$ cat config.mk
export PLATFORM = sky130hd
export DESIGN_NAME = vx_issue_arbiter
export DESIGN_NICKNAME = d
export VERILOG_FILES = /design/src/rtl/vx_issue_arbiter.sv
export SDC_FILE = /design/constraint.sdc
export NUM_CORES = 1
export LEC_CHECK = 0
export CORE_UTILIZATION = 41
export CTS_CLUSTER_SIZE = 16
export DETAILED_ROUTE_END_ITERATION = 12
export GPL_ROUTABILITY_DRIVEN = 0
export GPL_TIMING_DRIVEN = 0
export PLACE_DENSITY = 0.85
export RECOVER_POWER = 100
export SETUP_SLACK_MARGIN = 0.05
export SYNTH_ARGS = -nofsm -noshare
export SYNTH_HDL_FRONTEND = slang
export SYNTH_SLANG_ARGS = --single-unit
export TNS_END_PERCENT = 1
$ cat constraint.sdc
create_clock -name clk -period 7.3 [get_ports clk]
set_input_delay 1.095 -clock clk [delete_from_list [all_inputs] [get_ports clk]]
set_output_delay 1.095 -clock clk [all_outputs]
set_load 0.05 [all_outputs]
$ cat src/rtl/vx_issue_arbiter.sv
// Round-robin issue arbiter: grants one warp per cycle into a 2-entry elastic
// output buffer (1-cycle latency, full throughput) and counts input stalls.
module vx_issue_arbiter #(
    parameter int unsigned  NUM_REQS      = 4,
    parameter int unsigned  DATAW         = 64,
    parameter int unsigned  PERF_CTR_BITS = 44,
    localparam int unsigned IDXW          = (NUM_REQS > 1) ? $clog2(NUM_REQS) : 1
) (
    input  logic                        clk,
    input  logic                        reset,
    input  logic [NUM_REQS-1:0]         valid_in,
    input  logic [NUM_REQS*DATAW-1:0]   data_in,
    output logic [NUM_REQS-1:0]         ready_in,
    output logic                        valid_out,
    output logic [DATAW-1:0]            data_out,
    output logic [IDXW-1:0]             sel_out,
    input  logic                        ready_out,
    output logic [PERF_CTR_BITS-1:0]    perf_stalls
);

    logic [1:0]               count_q, count_d;
    logic [IDXW-1:0]          last_q;
    logic [PERF_CTR_BITS-1:0] perf_q;
    logic [DATAW-1:0]         head_data_q, head_data_d, skid_data_q, skid_data_d;
    logic [IDXW-1:0]          head_idx_q, head_idx_d, skid_idx_q, skid_idx_d;

    logic [IDXW-1:0]          cand;
    logic [IDXW-1:0]          grant_idx;
    logic                     grant_valid;
    logic                     space;
    logic                     push;
    logic                     pop;
    logic [DATAW-1:0]         win_data;

    // Rotating-priority search starting just after the last granted requester
    always_comb begin
        cand        = '0;
        grant_idx   = '0;
        grant_valid = 1'b0;
        for (int unsigned i = 0; i < NUM_REQS; i++) begin
            cand = IDXW'((32'(last_q) + 32'd1 + i) % NUM_REQS);
            if (!grant_valid && valid_in[cand]) begin
                grant_valid = 1'b1;
                grant_idx   = cand;
            end
        end
    end

    // space is purely registered, so ready_in never sees ready_out
    assign space     = (count_q != 2'd2);
    assign push      = grant_valid & space & ~reset;
    assign ready_in  = push ? (NUM_REQS'(1) << grant_idx) : '0;
    assign valid_out = (count_q != 2'd0) & ~reset;
    assign pop       = valid_out & ready_out;
    assign data_out  = head_data_q;
    assign sel_out   = head_idx_q;
    assign perf_stalls = perf_q;
    assign win_data  = data_in[32'(grant_idx) * DATAW +: DATAW];

    always_comb begin
        count_d     = count_q;
        head_data_d = head_data_q;
        head_idx_d  = head_idx_q;
        skid_data_d = skid_data_q;
        skid_idx_d  = skid_idx_q;
        case (count_q)
            2'd0: begin
                if (push) begin
                    head_data_d = win_data;
                    head_idx_d  = grant_idx;
                    count_d     = 2'd1;
                end
            end
            2'd1: begin
                if (push && !pop) begin
                    skid_data_d = win_data;
                    skid_idx_d  = grant_idx;
                    count_d     = 2'd2;
                end else if (pop && !push) begin
                    count_d     = 2'd0;
                end else if (push && pop) begin
                    head_data_d = win_data;
                    head_idx_d  = grant_idx;
                end
            end
            2'd2: begin
                if (pop) begin
                    head_data_d = skid_data_q;
                    head_idx_d  = skid_idx_q;
                    count_d     = 2'd1;
                end
            end
            default: count_d = 2'd0;
        endcase
    end

    always_ff @(posedge clk) begin
        if (reset) begin
            count_q <= 2'd0;
            last_q  <= IDXW'(NUM_REQS - 1);
            perf_q  <= '0;
        end else begin
            count_q <= count_d;
            if (push) begin
                last_q <= grant_idx;
            end
            if ((|valid_in) && !space) begin
                perf_q <= perf_q + PERF_CTR_BITS'(1);
            end
        end
    end

    // Payload registers carry no reset; valid_out qualifies them
    always_ff @(posedge clk) begin
        head_data_q <= head_data_d;
        head_idx_q  <= head_idx_d;
        skid_data_q <= skid_data_d;
        skid_idx_q  <= skid_idx_d;
    end

endmodule

==> results.md <==
* Peak VDD IR at 0.0001441 V
* Fmax at 0.1571 GHz
* Die Span Y at 161.6 um
* H-tree levels at 4
* Final setup violation count at 0
* Starting Density at 41.59%
* Min-delay src: perf_stalls[42]
* Share of cells above drive strength 1 at 3.838%
* Slew Viols, Final at 79
* Unrepaired setup endpoints after global routing: no
* Root Driver: clkbuf_16
* Worst Hold Class: reg2reg
* Startpoint type of the worst setup path: input port
* Post_cts resized at 0
* CTS Sinks at 180
* Slew @ Worst Pin at 3.372 ns
* Iter 0 DRT Violations at 1445
* IO buf count at 376
* Clock buffer depth at 2
* Status: finished with violations
* Critical Setup Path Class: in2out
* Largest cells by area after synthesis: edfxtp_1 (38%), dfxtp_1 (9.2%), mux2i_1 (6.1%)
* Rows at 58
* Critical path startpoint: valid_in[3]
* Setup Skew at 0.01622 ns
* Vias in the first global route at 10588
* Die area at 0.02611 mm^2
* Final hold viol count at 0
* HPWL after DPL at 30600 um
* Total Routed Length at 42200 um
* Largest family of logic cells by synthesized area: compound AO/OA/AOI/OAI gates
* Synthesis warning total at 0
* Seq/Total Area, Yosys at 47.16%
* PwrDens at 225.1 mW/mm^2
* Post-synthesis mux area share at 6.243%
* Syn Nets at 1314
* Period minus WS final at 6.365 ns
* Met3 GRT Util at 5.829%
* Number of setup buffers added after CTS at 0
* Core Region at 0.02511 mm^2
* Dominant cell type by area after synthesis: edfxtp_1
* CTS tree: done
* Top cell type's share of synthesized area at 37.96%
* DR vias/cell at 6.164
* Cts hold-fix bufs at 0
* Critical-path cell list: dlygate4sd3_1 > nor2b_1 > o21a_1 > nor3_1 > buf_2 > clkbuf_1 > clkbuf_1 > inv_1 > nor3_1 > dlygate4sd3_1
* Max-cap violations at 3
* CP Max Fanout at 10
* ANT nets after route at 0
* Compound-Gate Fraction of Synth Area at 20.38%
* Routing usage on met2 at 54.60%
* Critical Path Slowest Stage Cell: dlygate4sd3_1
* Yosys reg bits at 180
* Drt drc at 0
* P&R area growth vs syn at 45.72%
* Tot GR Track Use at 31.83%
* Cell Area, Synth at 0.01044 mm^2
* Die width at 161.6 um
* Pin count of the biggest net entering global routing at 31
* Worst rel slew slack at -127.2%
* Gr busiest metal: met2
* Total clock buffers created by CTS at 17
* GRT Residual Overflow at 0
* Violated checks: max-capacitance violations, max-slew violations
* DP Cell Count at 1757
* XOR/XNOR share of the synthesized area at 2.265%
* Worst path max stage delay at 0.94 ns
* Boundary Pins at 378
* Yosys cell types at 56
* Nets@finish at 1713
* Initial DRT Pass Iterations at 9
* Pre-CTS WS at 1.827 ns
* Simple-Gate Fraction of Synth Area at 18.82%
* Met1 global-route usage at 38.80%
* Ys flop type: edfxtp_1
* Ys async rst share at 0%
* Leak pwr at 5.607 nW
* Setup TNS at 0 ns
* Critical Path RT at 6.20 ns
* First-pass GRT wire length at 61890 um
* Reg2reg start: count_q[1]
* CP endpoint kind: output pin
* Cell Count, Final, Fillers Out at 1790
* Worst skew pair latency at 0.44 ns
* Final period utilization at 87.19%
* Via count at 11034
* Post-Synthesis Cells at 1047
* Initial antenna violation count at 2
* Reg clk slew, reported paths at 0.08 ns
* DR WL/cell at 23.58 um
* Synthesized area per cell at 9.974 um^2
* Final hold slack at 0.4997 ns
* Number of flops mapped to enable cells by yosys at 132
* Final core utilization at 60.60%
* Synth Area in Adders at 0.4793%
* Worst Slack Setup Final at 0.9352 ns
* Crit path DAT at 5.27 ns
## where the power goes
part	internal (mW)	switching, mW
clock network	0.487	0.455
registers	1.25	0.0247
logic	0.458	0.751
total	2.19	1.23
## final timing paths
| path | end | slack (ns) | depth (start not counted) |
|---|---|---|---|
| min | perf_stalls[42] | 0.50 | 2 |
| min reg2reg | perf_stalls[42] | 0.50 | 2 |
| max reg2reg | data_out[56] | 2.24 | 11 |
| max | ready_in[0] | 0.94 | 10 |
## critical path, delay by kind of cell
family | cells | cell delay [ns]
buffers and inverters | 6 | 3.43
and+or+nand+nor | 3 | 0.54
AOI/OAI and AO/OA | 1 | 0.20
## layout by cell type (no fill, tap or decap), types with 10 or more instances in the layout
| cell type | n |
|---|---|
| a211o_1 | 63 |
| a21oi_1 | 83 |
| and3_1 | 66 |
| clkbuf_1 | 95 |
| clkbuf_16 | 17 |
| clkdlybuf4s50_1 | 260 |
| dfxtp_1 | 48 |
| dlygate4sd3_1 | 116 |
| edfxtp_1 | 132 |
| mux2i_1 | 64 |
| nand2_1 | 79 |
| nand3_1 | 16 |
| nand4_1 | 83 |
| nor2_1 | 36 |
| nor3_1 | 15 |
| o211ai_1 | 63 |
| o21ai_0 | 15 |
| o31ai_1 | 67 |
| or3_1 | 10 |
| xnor2_1 | 17 |
| xor2_1 | 10 |
## stage by stage
step / power (mW) / area, um^2
after floorplan: 2.016 / 10440
after global placement: 2.480 / 14620
after detailed placement: 2.503 / 14730
after CTS: 3.425 / 15310
after global routing: 3.528 / 15220
final: 3.425 / 15220
## synth_stat cells, drive strengths merged (4+ instances only)
master	count
edfxtp	132
nand4	87
a21oi	83
clkbuf	80
nand2	79
and3	68
o31ai	67
mux2i	64
a211o	63
o211ai	63
dfxtp	48
nor2	36
buf	25
o21ai	17
xnor2	17
nand3	16
nor3	16
or3	11
nor4	10
xor2	10
inv	9
nor2b	7
and4	6
or4	5
ha	4
o21a	4
## registers in the layout, indices dropped and copies added, names as in the netlist
name / count
count_q: 2
perf_stalls: 44
skid_idx_q: 2
skid_data_q: 64
data_out: 64
last_q: 2
sel_out: 2
## routing by layer
metal / wire [um] / vias to the layer above
li1: - / 4927
met1: 15020 / 5134
met2: 20840 / 865
met3: 4742 / 106
met4: 1581 / 2
met5: 13 / -
## cell families after synthesis
group,count (synthesis)
XOR/XNOR,27
buffers and inverters,115
AO/OA/AOI/OAI,305
multiplexers,65
adder cells (fa/ha/maj),4
flip-flops,180
AND/OR/NAND/NOR,351
## layout make-up
type | instances | area, um^2
Fill cell | 2149 | 9892
Multi-Input combinational cell | 752 | 5012
Sequential cell | 180 | 4925
Timing Repair Buffer | 380 | 3819
Clock buffer | 17 | 425.4
Buffer | 106 | 422.9
Tap cell | 330 | 412.9
Clock inverter | 15 | 163.9
Inverter | 9 | 33.78
Antenna cell | 1 | 2.502
Power figures use the tool's default switching activity.
